File: src/rtl/urv_trap_unit.sv
// Machine-mode trap controller for the uRV core: owns mstatus/mie/mip/mepc/mcause and supplies trap redirect.
// Optional URV_TRAP_VECTORED_EN: interrupts vector to VECTOR_BASE + 4*code instead of VECTOR_BASE.
module urv_trap_unit #(
  parameter int          NUM_IRQ       = 8,
  parameter logic [15:0] IRQ_EDGE_MASK = 16'h0000,
  parameter logic [31:0] VECTOR_BASE   = 32'h00000008
) (
  input  logic               clk_i,
  input  logic               rst_i,
  input  logic               x_stall_i,
  input  logic               x_kill_i,
  input  logic               d_is_csr_i,
  input  logic               d_is_eret_i,
  input  logic [11:0]        d_csr_sel_i,
  input  logic [31:0]        x_csr_write_value_i,
  input  logic               exc_invalid_insn_i,
  input  logic               exc_breakpoint_i,
  input  logic               exc_unaligned_load_i,
  input  logic               exc_unaligned_store_i,
  input  logic               tick_i,
  input  logic [NUM_IRQ-1:0] irq_i,
  input  logic [31:0]        x_exception_pc_i,
  output logic               x_exception_o,
  output logic [31:0]        x_exception_pc_o,
  output logic [31:0]        x_exception_vector_o,
  output logic               x_double_fault_o,
  output logic [31:0]        csr_mstatus_o,
  output logic [31:0]        csr_mie_o,
  output logic [31:0]        csr_mip_o,
  output logic [31:0]        csr_mepc_o,
  output logic [31:0]        csr_mcause_o
);

  localparam logic [11:0] CSR_MSTATUS = 12'h300;
  localparam logic [11:0] CSR_MIE     = 12'h304;
  localparam logic [11:0] CSR_MEPC    = 12'h341;
  localparam logic [11:0] CSR_MCAUSE  = 12'h342;
  localparam logic [11:0] CSR_MIP     = 12'h344;

  localparam logic [31:0]        LINE_MASK  = 32'(((64'd1 << NUM_IRQ) - 64'd1) << 16);
  localparam logic [31:0]        MIE_MASK   = LINE_MASK | 32'h0000_0080;
  localparam logic [NUM_IRQ-1:0] EDGE_LINES = IRQ_EDGE_MASK[NUM_IRQ-1:0];

  typedef enum logic {
    S_IDLE,
    S_TRAP
  } state_t;

  state_t state, state_next;

  logic               mstatus_mie, mstatus_mpie;
  logic [31:0]        mie_q;
  logic               tick_pending;
  logic [NUM_IRQ-1:0] line_pending, irq_prev;
  logic [NUM_IRQ-1:0] line_keep, line_next;
  logic [31:0]        mepc_q, mcause_q;
  logic               double_fault_q;

  logic        advance, sync_exc, irq_take, exc_take;
  logic        csr_we, mip_we;
  logic [31:0] mip_vec, enabled;
  logic        line_hit, cause_irq;
  logic [4:0]  line_idx, cause_code;

  assign advance  = !x_stall_i && !x_kill_i;
  assign sync_exc = exc_invalid_insn_i | exc_breakpoint_i | exc_unaligned_load_i | exc_unaligned_store_i;
  assign mip_vec  = (32'(line_pending) << 16) | {24'd0, tick_pending, 7'd0};
  assign enabled  = mip_vec & mie_q;
  assign irq_take = mstatus_mie && (|enabled);

  // A trap entry swallows any CSR write issued by the same instruction.
  assign csr_we = advance && d_is_csr_i && !exc_take;
  assign mip_we = csr_we && (d_csr_sel_i == CSR_MIP);

  // Lowest-numbered enabled external line wins among the lines.
  always_comb begin
    line_hit = 1'b0;
    line_idx = 5'd0;
    for (int k = NUM_IRQ - 1; k >= 0; k--) begin
      if (enabled[16 + k]) begin
        line_hit = 1'b1;
        line_idx = 5'(16 + k);
      end
    end
  end

  always_comb begin
    cause_irq  = 1'b0;
    cause_code = 5'd0;
    if (exc_invalid_insn_i) begin
      cause_code = 5'd2;
    end else if (exc_breakpoint_i) begin
      cause_code = 5'd3;
    end else if (exc_unaligned_load_i) begin
      cause_code = 5'd4;
    end else if (exc_unaligned_store_i) begin
      cause_code = 5'd6;
    end else if (line_hit) begin
      cause_irq  = 1'b1;
      cause_code = line_idx;
    end else if (enabled[7]) begin
      cause_irq  = 1'b1;
      cause_code = 5'd7;
    end
  end

  always_comb begin
    state_next = state;
    exc_take   = 1'b0;
    if (state == S_IDLE) begin
      exc_take = !x_kill_i && (sync_exc || irq_take);
    end
    if (advance) begin
      if (exc_take) begin
        state_next = S_TRAP;
      end else if (d_is_eret_i) begin
        state_next = S_IDLE;
      end
    end
  end

  always_ff @(posedge clk_i) begin
    if (rst_i) begin
      state <= S_IDLE;
    end else begin
      state <= state_next;
    end
  end

  // Edge lines latch rises and only clear on a written 0; level lines mirror the input.
  always_comb begin
    line_keep = mip_we ? x_csr_write_value_i[16 +: NUM_IRQ] : {NUM_IRQ{1'b1}};
    line_next = (EDGE_LINES & ((irq_i & ~irq_prev) | (line_pending & line_keep)))
              | (~EDGE_LINES & irq_i);
  end

  always_ff @(posedge clk_i) begin
    if (rst_i) begin
      tick_pending <= 1'b0;
      line_pending <= '0;
      irq_prev     <= '0;
    end else begin
      tick_pending <= tick_i | (tick_pending & (mip_we ? x_csr_write_value_i[7] : 1'b1));
      line_pending <= line_next;
      irq_prev     <= irq_i;
    end
  end

  always_ff @(posedge clk_i) begin
    if (rst_i) begin
      mstatus_mie  <= 1'b0;
      mstatus_mpie <= 1'b0;
      mie_q        <= '0;
      mepc_q       <= '0;
      mcause_q     <= '0;
    end else if (advance) begin
      if (exc_take) begin
        mepc_q       <= x_exception_pc_i;
        mcause_q     <= {cause_irq, 26'd0, cause_code};
        mstatus_mpie <= mstatus_mie;
        mstatus_mie  <= 1'b0;
      end else if (d_is_eret_i) begin
        mstatus_mie  <= mstatus_mpie;
        mstatus_mpie <= 1'b1;
      end else if (csr_we) begin
        case (d_csr_sel_i)
          CSR_MSTATUS: begin
            mstatus_mie  <= x_csr_write_value_i[3];
            mstatus_mpie <= x_csr_write_value_i[7];
          end
          CSR_MIE:    mie_q    <= x_csr_write_value_i & MIE_MASK;
          CSR_MEPC:   mepc_q   <= x_csr_write_value_i;
          CSR_MCAUSE: mcause_q <= {x_csr_write_value_i[31], 26'd0, x_csr_write_value_i[4:0]};
          default:    ;
        endcase
      end
    end
  end

  // A synchronous exception raised inside a handler cannot be serviced, so flag it permanently.
  always_ff @(posedge clk_i) begin
    if (rst_i) begin
      double_fault_q <= 1'b0;
    end else if (state == S_TRAP && advance && sync_exc) begin
      double_fault_q <= 1'b1;
    end
  end

  assign x_exception_o    = exc_take;
  assign x_exception_pc_o = mepc_q;
  assign x_double_fault_o = double_fault_q;
  assign csr_mstatus_o    = {24'd0, mstatus_mpie, 3'd0, mstatus_mie, 3'd0};
  assign csr_mie_o        = mie_q;
  assign csr_mip_o        = mip_vec;
  assign csr_mepc_o       = mepc_q;
  assign csr_mcause_o     = mcause_q;

`ifdef URV_TRAP_VECTORED_EN
  assign x_exception_vector_o = (exc_take && cause_irq)
                              ? VECTOR_BASE + {25'd0, cause_code, 2'b00}
                              : VECTOR_BASE;
`else
  assign x_exception_vector_o = VECTOR_BASE;
`endif

endmodule

File: config.mk
export PLATFORM = sky130hd
export DESIGN_NAME = urv_trap_unit
export DESIGN_NICKNAME = d
export VERILOG_FILES = /design/src/rtl/urv_trap_unit.sv
export SDC_FILE = /design/constraint.sdc
export NUM_CORES = 1
export LEC_CHECK = 0
export CORE_AREA = 3 3 123 125
export CTS_BUF_LIST = sky130_fd_sc_hd__clkbuf_2
export CTS_CLUSTER_DIAMETER = 40
export DETAILED_ROUTE_END_ITERATION = 12
export DIE_AREA = 0 0 126 128
export PLACE_DENSITY = 0.72
export SYNTH_ARGS = -nofsm -noshare
export SYNTH_HDL_FRONTEND = slang
export SYNTH_SLANG_ARGS = --single-unit
File: constraint.sdc
create_clock -name clk_i -period 2.9 [get_ports clk_i]
set_input_delay 0.29 -clock clk_i [delete_from_list [all_inputs] [get_ports clk_i]]
set_output_delay 0.29 -clock clk_i [all_outputs]
set_load 0.05 [all_outputs]
* After elaboration in Yosys (flattened, before gate mapping) *
Cells that the tools add are included.

operators by class
  reduce and logical (&&, ||, !) cells = 24
  bitwise operators = 9
  multiplexer cells = 48
  eq/ne operators = 6

operators by type and width
  cell                                                                     count
  32-bit 2-to-1 mux                                                        8
  5-bit 2-to-1 mux                                                         13
  12-bit by 10-bit equality test with 1-bit output, second input constant  5
  32-bit OR reduction                                                      1
  1-bit 2-to-1 mux                                                         26
  24-bit AND                                                               1
  24-bit by 8-bit OR with 24-bit output                                    1
  1-bit logical AND                                                        8
  4-bit AND reduction                                                      2
  2-bit nonzero test                                                       4
  3-bit nonzero test                                                       2
  5-bit AND reduction                                                      1
  1-bit OR                                                                 4
  1-bit logical NOT                                                        3
  3-bit 2-to-1 mux                                                         1
  3-bit AND reduction                                                      1
  2-bit by 1-bit inequality test with 1-bit output, second input constant  1
  1-bit inverter                                                           2
  2-bit AND reduction                                                      1
  1-bit AND                                                                1
  1-bit logical OR                                                         1

word-level totals
  bits in registers = 86
  output and inout port bits = 226
  input bits = 95
  word-level logic and storage cells = 96

* Longest topological paths before layout *
Gate-level depths: netlist of the first run.

  word-level depth = 16
  gate-level depth with buffers = 9
  mapped depth without buffers = 7

* Least setup slack after synthesis of the first run *
Ideal clock, no wire load.

  path type = register -> register
  from = register mie_q[16] (netlist: csr_mie_o[16])
  to = register mepc_q[7] (netlist: csr_mepc_o[7])
  cell stages (with the launch flop) = 9
  clock period less this slack = 2,481 ps
  path buffers = 2
  path slack = 419 ps
  library setup time = 89 ps
  data required time = 2,811 ps
  arrival = 2,393 ps
  path through = dfxtp_1 a22o_1 o41a_1 nor2_2 inv_2 buf_6 clkbuf_1 nand2_1 a311oi_2

between the ends
  cells in the longest elaborated chain, start to end = 10
  elaborated cells on any way between the ends = 13
  those cells by class = 1 x eq/ne; 2 x mux; 1 x bitwise; 9 x reduce/logical

RTL lines
  item                           line  text
  from (decl)                    52    logic [31:0] mie_q;
  from (signal assigned)         171   CSR_MIE: mie_q <= x_csr_write_value_i & MIE_MASK;
  24-bit AND *                   68    assign enabled = mip_vec & mie_q;
  32-bit OR reduction *          69    assign irq_take = mstatus_mie && (|enabled);
  1-bit logical AND *            69
  1-bit logical OR *             111   exc_take = !x_kill_i && (sync_exc || irq_take);
  1-bit logical AND *            111
  1-bit 2-to-1 mux *             110   if (state == S_IDLE) begin
  via x_exception_o              23    output logic x_exception_o,
  1-bit logical NOT              72    assign csr_we = advance && d_is_csr_i && !exc_take;
  1-bit logical AND              72
  2-bit nonzero test (no line)   -
  4-bit AND reduction (no line)  -
  to (signal assigned)           158   mepc_q <= x_exception_pc_i;
  to (signal assigned)           172   CSR_MEPC: mepc_q <= x_csr_write_value_i;
  to (decl)                      56    logic [31:0] mepc_q, mcause_q;

Mark *: on every way through the listed nets, which the timed path passes. The rest lies on a longest branch.
A chain may end at the register's enable or synchronous reset.

* Worst setup path after layout of the first run *
  from = register mie_q[17] (netlist: csr_mie_o[17])
  to = output x_exception_o

between the ends
  cells in the longest elaborated chain, start to end = 6

RTL lines
  item                 line
  24-bit AND           68
  32-bit OR reduction  69
  1-bit logical AND    69
  1-bit logical OR     111
  1-bit logical AND    111
  1-bit 2-to-1 mux     110
  to (decl)            23

Every way passes these cells.

==> results of run 1 <==
layer usage:
metal | track usage | share of wire | vias up
li1 | - | - | 1684
met1 | 0.163 | 0.40 | 1573
met2 | 0.236 | 0.50 | 182
met3 | 0.0458 | 0.089 | 9
met4 | 0.0435 | 0.013 | 0
met5 | 0 | 0 | -
per-stage QoR:
stage / util / instance area (µm²)
floorplan: - / 4710
global placement: 0.392 / 5480
detailed placement: 0.392 / 5480
CTS: 0.399 / 5580
global route: 0.399 / 5580
finish: 0.399 / 5580
power by group through the flow:
stage                     registers [mW]  clock network [mW]  logic [mW]
after CTS                          0.894               0.569        1.04
after global placement             0.911                   0        1.04
final                              0.893               0.529        1.04
after detailed placement           0.911                   0        1.04
after floorplan                     1.02                   0       0.815
after global routing               0.900               0.593        1.09
cell usage in the layout (no fill, tap or decap), types with 6 or more instances in the layout:
cell | netlist | final
conb_1 | 2 | 134
a311oi_2 | 32 | 32
a22o_1 | 6 | 6
dfxtp_1 | 60 | 60
mux2i_1 | 11 | 11
nor2b_1 | 8 | 8
nor2_1 | 60 | 60
buf_4 | 171 | 8
clkdlybuf4s50_1 | 0 | 184
nand2_1 | 74 | 74
a21oi_1 | 7 | 7
clkbuf_2 | 0 | 10
logic make-up (layout without fill, tap and decap cells):
group / count (synthesis) / after routing
and+or+nand+nor: 165 / 165
DFF: 60 / 60
other: 2 / 134
buffers and inverters: 194 / 211
muxes: 11 / 11
AOI/OAI and AO/OA: 68 / 68
registers in the layout, indices dropped and copies added, names as in the netlist:
name              cells
csr_mepc_o           32
csr_mie_o             9
line_pending          8
csr_mcause_o          6
mstatus_mie           1
mstatus_mpie          1
state                 1
tick_pending          1
x_double_fault_o      1
final cells by class:
class                           instances  area share
Multi-Input combinational cell        378       0.377
Sequential cell                        60       0.215
Timing Repair Buffer                  194       0.348
Clock inverter                          5     0.00964
Tap cell                              180      0.0403
Clock buffer                           10     0.00896
Inverter                                2     0.00134
worst paths after layout:
| check | cells after the start | slack (ps) | end |
|---|---|---|---|
| setup / recovery | 6 | 240 | x_exception_o |
| setup reg to reg | 7 | 530 | csr_mcause_o[2]$_SDFFE_PP0P_ |
| hold reg to reg | 2 | 490 | csr_mcause_o[3]$_SDFFE_PP0P_ |
| hold / removal | 2 | 280 | line_pending[0]$_SDFF_PP0_ |
==> results_dict.tcl, run 1 <==
set metrics [dict create \
    worstPathRequired_ps 2610 \
    yosysWarnings 0 \
    maxCapViolations 0 \
    fin_cells 829 \
    outcome "finished clean" \
    r2r_start "mstatus_mie$_SDFFE_PP0P_" \
    routedWlPerCell_um 14.6 \
    p_leak_nw 2.15 \
    cpPeakStageDelay_ps 540 \
    antenna_found_initial 0 \
    path_clk_slew_ps 180 \
    dieArea_um2 16100 \
    startpoint_type "register" \
    synth-seq-cells 60 \
    drive_gt1_frac 0.0971 \
    cts_num_sinks 60 \
    irDropWorstVdd_uv 202 \
    die_x_um 126 \
    routed_wl_mm 12.1 \
    synthDominantCellAreaShare 0.304 \
    fillCellCount 1440 \
    synth_edf_count 0 \
    fin_crit_sh 0.917 \
    fin_hold_ws_ps 282 \
    firstDrtPassIters 4 \
    clock_latency_ps 520 \
    synth_seq_area_share 0.285 \
    ys_top_cells_by_area "buf_4, dfxtp_1, a311oi_2" \
    tns_ps 0 \
    cts_buffer_depth 2 \
    finClkSkew_ps 35.0 \
    seqCellArea_um2 1200 \
    place_congestion 0.759 \
    grt_pass1_wl_mm 17.2 \
    grt_setup_unrepaired "false" \
    p_int_mw 1.33 \
    core_um2 14000 \
    p_clk_frac 0.215 \
    critPathArrivalTime_ps 2370 \
    setup_viol 0 \
    avgSynthCellArea_um2 8.44 \
    pwr-share-comb 0.423 \
    min_path_type "input pin to register" \
    path_max_fanout 13 \
    crit_buf_inv 3 \
    antenna_cells 0 \
    end_kind "output pin" \
    netlist_instances 500 \
    synthTopCellsByCount "buf_4, nand2_1, dfxtp_1, nor2_1, a311oi_2" \
    slew_headroom 0.523 \
    placed_cells 814 \
    portBuffers 186 \
    slowest_stage "o41a_1" \
    cts_root_buf "clkbuf_2" \
    die_height_um 128 \
    power_mw 2.46 \
    row_count 43 \
    synthXorXnorAreaFrac 0 \
    critPathLaunch "csr_mie_o[17]$_SDFFE_PP0P_" \
    synth_compound_area_frac 0.180 \
    nNetsFinal 740 \
    yosys.area_share.simple 0.172 \
    pre_cts_ws_ps 110 \
    grt_max_degree 65 \
    tightest_slew_ps 698 \
    synth_top_family_by_area "buffers and inverters" \
    grt_pass1_vias 3006 \
    drv_slew 0 \
    cts-resized-gates 0 \
    antenna_left 0 \
    syn-cell-area_um2 4220 \
    async_flop_share 0 \
    p_sw_mw 1.13 \
    fmax_mhz 376 \
    p_per_area_nw_per_um2 441 \
    cts-buffers-inserted 9 \
    swShare 0.459 \
    crit_chain "a22o_1 -> o41a_1 -> nor2_4 -> inv_2 -> buf_4 -> buf_4" \
    yosysMostFrequentCell "buf_4" \
    multiInputGateArea_um2 2100 \
    yosys.area.top_type "buf_4" \
    grt_use_total 0.137 \
    power.share.sequential 0.362 \
    yosys.cell_types.count 44 \
    vias_per_cell 4.16 \
    post-route-min-period_ps 2660 \
    grt-ovfl-total 0 \
    critPathTopFamily "compound AO/OA/AOI/OAI gates" \
    cp_common_cell "buf_4" \
    cts_hold_buf 0 \
    worst_slack_ps 240 \
    start_util 0.302 \
    vias 3448 \
    hold_violations 0 \
    crit_type "register to output pin" \
    cts_tree "yes" \
    place_hpwl_mm 9.61 \
    synth_flop_cell "dfxtp_1" \
    drc 0 \
    synthMuxAreaShare 0.0261 \
    hp-start "rst_i" \
    post_cts_buffers 0 \
    pin_count 321 \
    drt_iter0_drc 112 \
    area_growth_syn_to_layout_pct 32.4 \
    synth-adder-area-share 0 \
    cts_max_level 3 \
]
No activity file was read; power rests on OpenSTA's default activity.
==> inputs of run 2 (changes only) <==
--- a/config.mk
+++ b/config.mk
@@ -11,6 +11,7 @@
 export DETAILED_ROUTE_END_ITERATION = 12
 export DIE_AREA = 0 0 126 128
 export PLACE_DENSITY = 0.72
+export SKIP_LAST_GASP = 1
 export SYNTH_ARGS = -nofsm -noshare
 export SYNTH_HDL_FRONTEND = slang
 export SYNTH_SLANG_ARGS = --single-unit
==> results of run 2 <==
The final DEF is identical to that of run 1; final timing and power are the same.
==> inputs of run 3 (changes only) <==
--- a/config.mk
+++ b/config.mk
@@ -5,12 +5,12 @@
 export SDC_FILE = /design/constraint.sdc
 export NUM_CORES = 1
 export LEC_CHECK = 0
-export CORE_AREA = 3 3 123 125
+export CORE_AREA = 5 5 122 124
 export CTS_BUF_LIST = sky130_fd_sc_hd__clkbuf_2
 export CTS_CLUSTER_DIAMETER = 40
 export DETAILED_ROUTE_END_ITERATION = 12
-export DIE_AREA = 0 0 126 128
-export PLACE_DENSITY = 0.72
+export DIE_AREA = 0 0 127 129
+export PLACE_DENSITY = 0.75
 export SKIP_LAST_GASP = 1
 export SYNTH_ARGS = -nofsm -noshare
 export SYNTH_HDL_FRONTEND = slang
==> results_dict.tcl, run 3 (synthesis results as in run 1) <==
set metrics [dict create \
    cts_root_buf "clkbuf_2" \
    power.share.sequential 0.382 \
    end_kind "output pin" \
    setup_viol 0 \
    irDropWorstVdd_uv 176 \
    row_count 43 \
    power_mw 2.34 \
    path_max_fanout 23 \
    pre_cts_ws_ps 87.7 \
    top_layer_used "met4" \
    cts_num_sinks 60 \
    start_util 0.309 \
    routedWlPerCell_um 15.1 \
    m1WireLength_mm 5.13 \
    min_path_type "input pin to register" \
    final_cell_mix "clkdlybuf4s50_1, conb_1, nand2_1" \
    antenna_left 0 \
    portBuffers 186 \
    swShare 0.473 \
    hold_path_depth 2 \
    drt_iter0_drc 113 \
    worst_slack_ps 227 \
    cts_buffer_depth 2 \
    drive_gt1_frac 0.0924 \
    cts_hold_buf 0 \
    finClkSkew_ps 19.0 \
    p_leak_nw 2.14 \
    p_per_area_nw_per_um2 420 \
    cts_tree "yes" \
    p_sw_mw 1.11 \
    tightest_slew_ps 842 \
    tns_ps 0 \
    layout_commonest_cell "clkdlybuf4s50_1" \
    critPathArrivalTime_ps 2380 \
    grt_use_total 0.142 \
    crit_type "register to output pin" \
    fin_crit_sh 0.922 \
    p_int_mw 1.23 \
    worstPathRequired_ps 2610 \
    pin_count 321 \
    startpoint_type "register" \
    routed_wl_mm 12.5 \
    dieArea_um2 16400 \
    final_area_um2 5570 \
    place_congestion 0.798 \
    nNetsFinal 741 \
    firstDrtPassIters 4 \
    placed_cells 815 \
    post_cts_buffers 0 \
    grt_setup_unrepaired "false" \
    cts_max_level 3 \
    post-route-min-period_ps 2670 \
    antenna_found_initial 1 \
    largest_reg_flops 32 \
    grt_pass1_wl_mm 17.9 \
    grt-ovfl-total 0 \
    maxCapViolations 0 \
    cts-buffers-inserted 9 \
    dr_wl_met2_mm 6.15 \
    die_x_um 127 \
    fin_hold_ws_ps 316 \
    clock_latency_ps 520 \
    wl_met3_mm 1.02 \
    fin_cells 830 \
    reg2reg_depth 7 \
    area_growth_syn_to_layout_pct 32.1 \
    cts-resized-gates 0 \
    core_um2 13700 \
    vias_per_cell 4.19 \
    slew_headroom 0.424 \
    place_hpwl_mm 10.1 \
    die_height_um 129 \
    path_clk_slew_ps 150 \
    fmax_mhz 374 \
    hold_violations 0 \
    drv_slew 0 \
    grt_max_degree 65 \
    pwr-share-comb 0.448 \
    grt_pass1_vias 3281 \
    place_area_um2 5500 \
    outcome "finished clean" \
    post-route-util 0.408 \
    vias 3475 \
    p_clk_frac 0.170 \
    drc 0 \
]
==> run 3: routing by layer <==
metal | GRT usage | vias to the layer above
met5 | 0 | -
met4 | 0.0555 | 0
met3 | 0.0394 | 14
met2 | 0.233 | 188
met1 | 0.176 | 1587
li1 | - | 1686
==> run 3: critical path: stages (launching register included) <==
cell and delay [ps]:
dfxtp_1 380, a22o_1 290, o41a_1 510, nor2_4 170, inv_4 110, buf_6 190, buf_4 210
==> run 3: final timing paths <==
check,slack [ps],from,to
setup / recovery,230,line_pending[6]$_SDFF_PP0_,x_exception_o
hold / removal,320,irq_i[3],line_pending[3]$_SDFF_PP0_
setup reg to reg,500,mstatus_mie$_SDFFE_PP0P_,csr_mcause_o[2]$_SDFFE_PP0P_
hold reg to reg,480,csr_mcause_o[3]$_SDFFE_PP0P_,csr_mcause_o[3]$_SDFFE_PP0P_
==> run 3: layout make-up <==
cell class / count / area, µm²
fill: 1447 / 8090
multi-input combinational: 378 / 2100
timing repair buffer: 195 / 1960
sequential: 60 / 1200
tap: 180 / 225
clock buffer: 9 / 45.0
clock inverter: 5 / 21.3
inverter: 2 / 10.0
antenna: 1 / 2.50
==> run 3: power groups by stage <==
stage               combinational, mW  clock (mW)  sequential (mW)
finish                           1.05       0.398            0.892
floorplan                       0.815           0             1.02
CTS                              1.05       0.428            0.893
detailed placement               1.05           0            0.911
global placement                 1.04           0            0.910
global route                     1.10       0.458            0.900
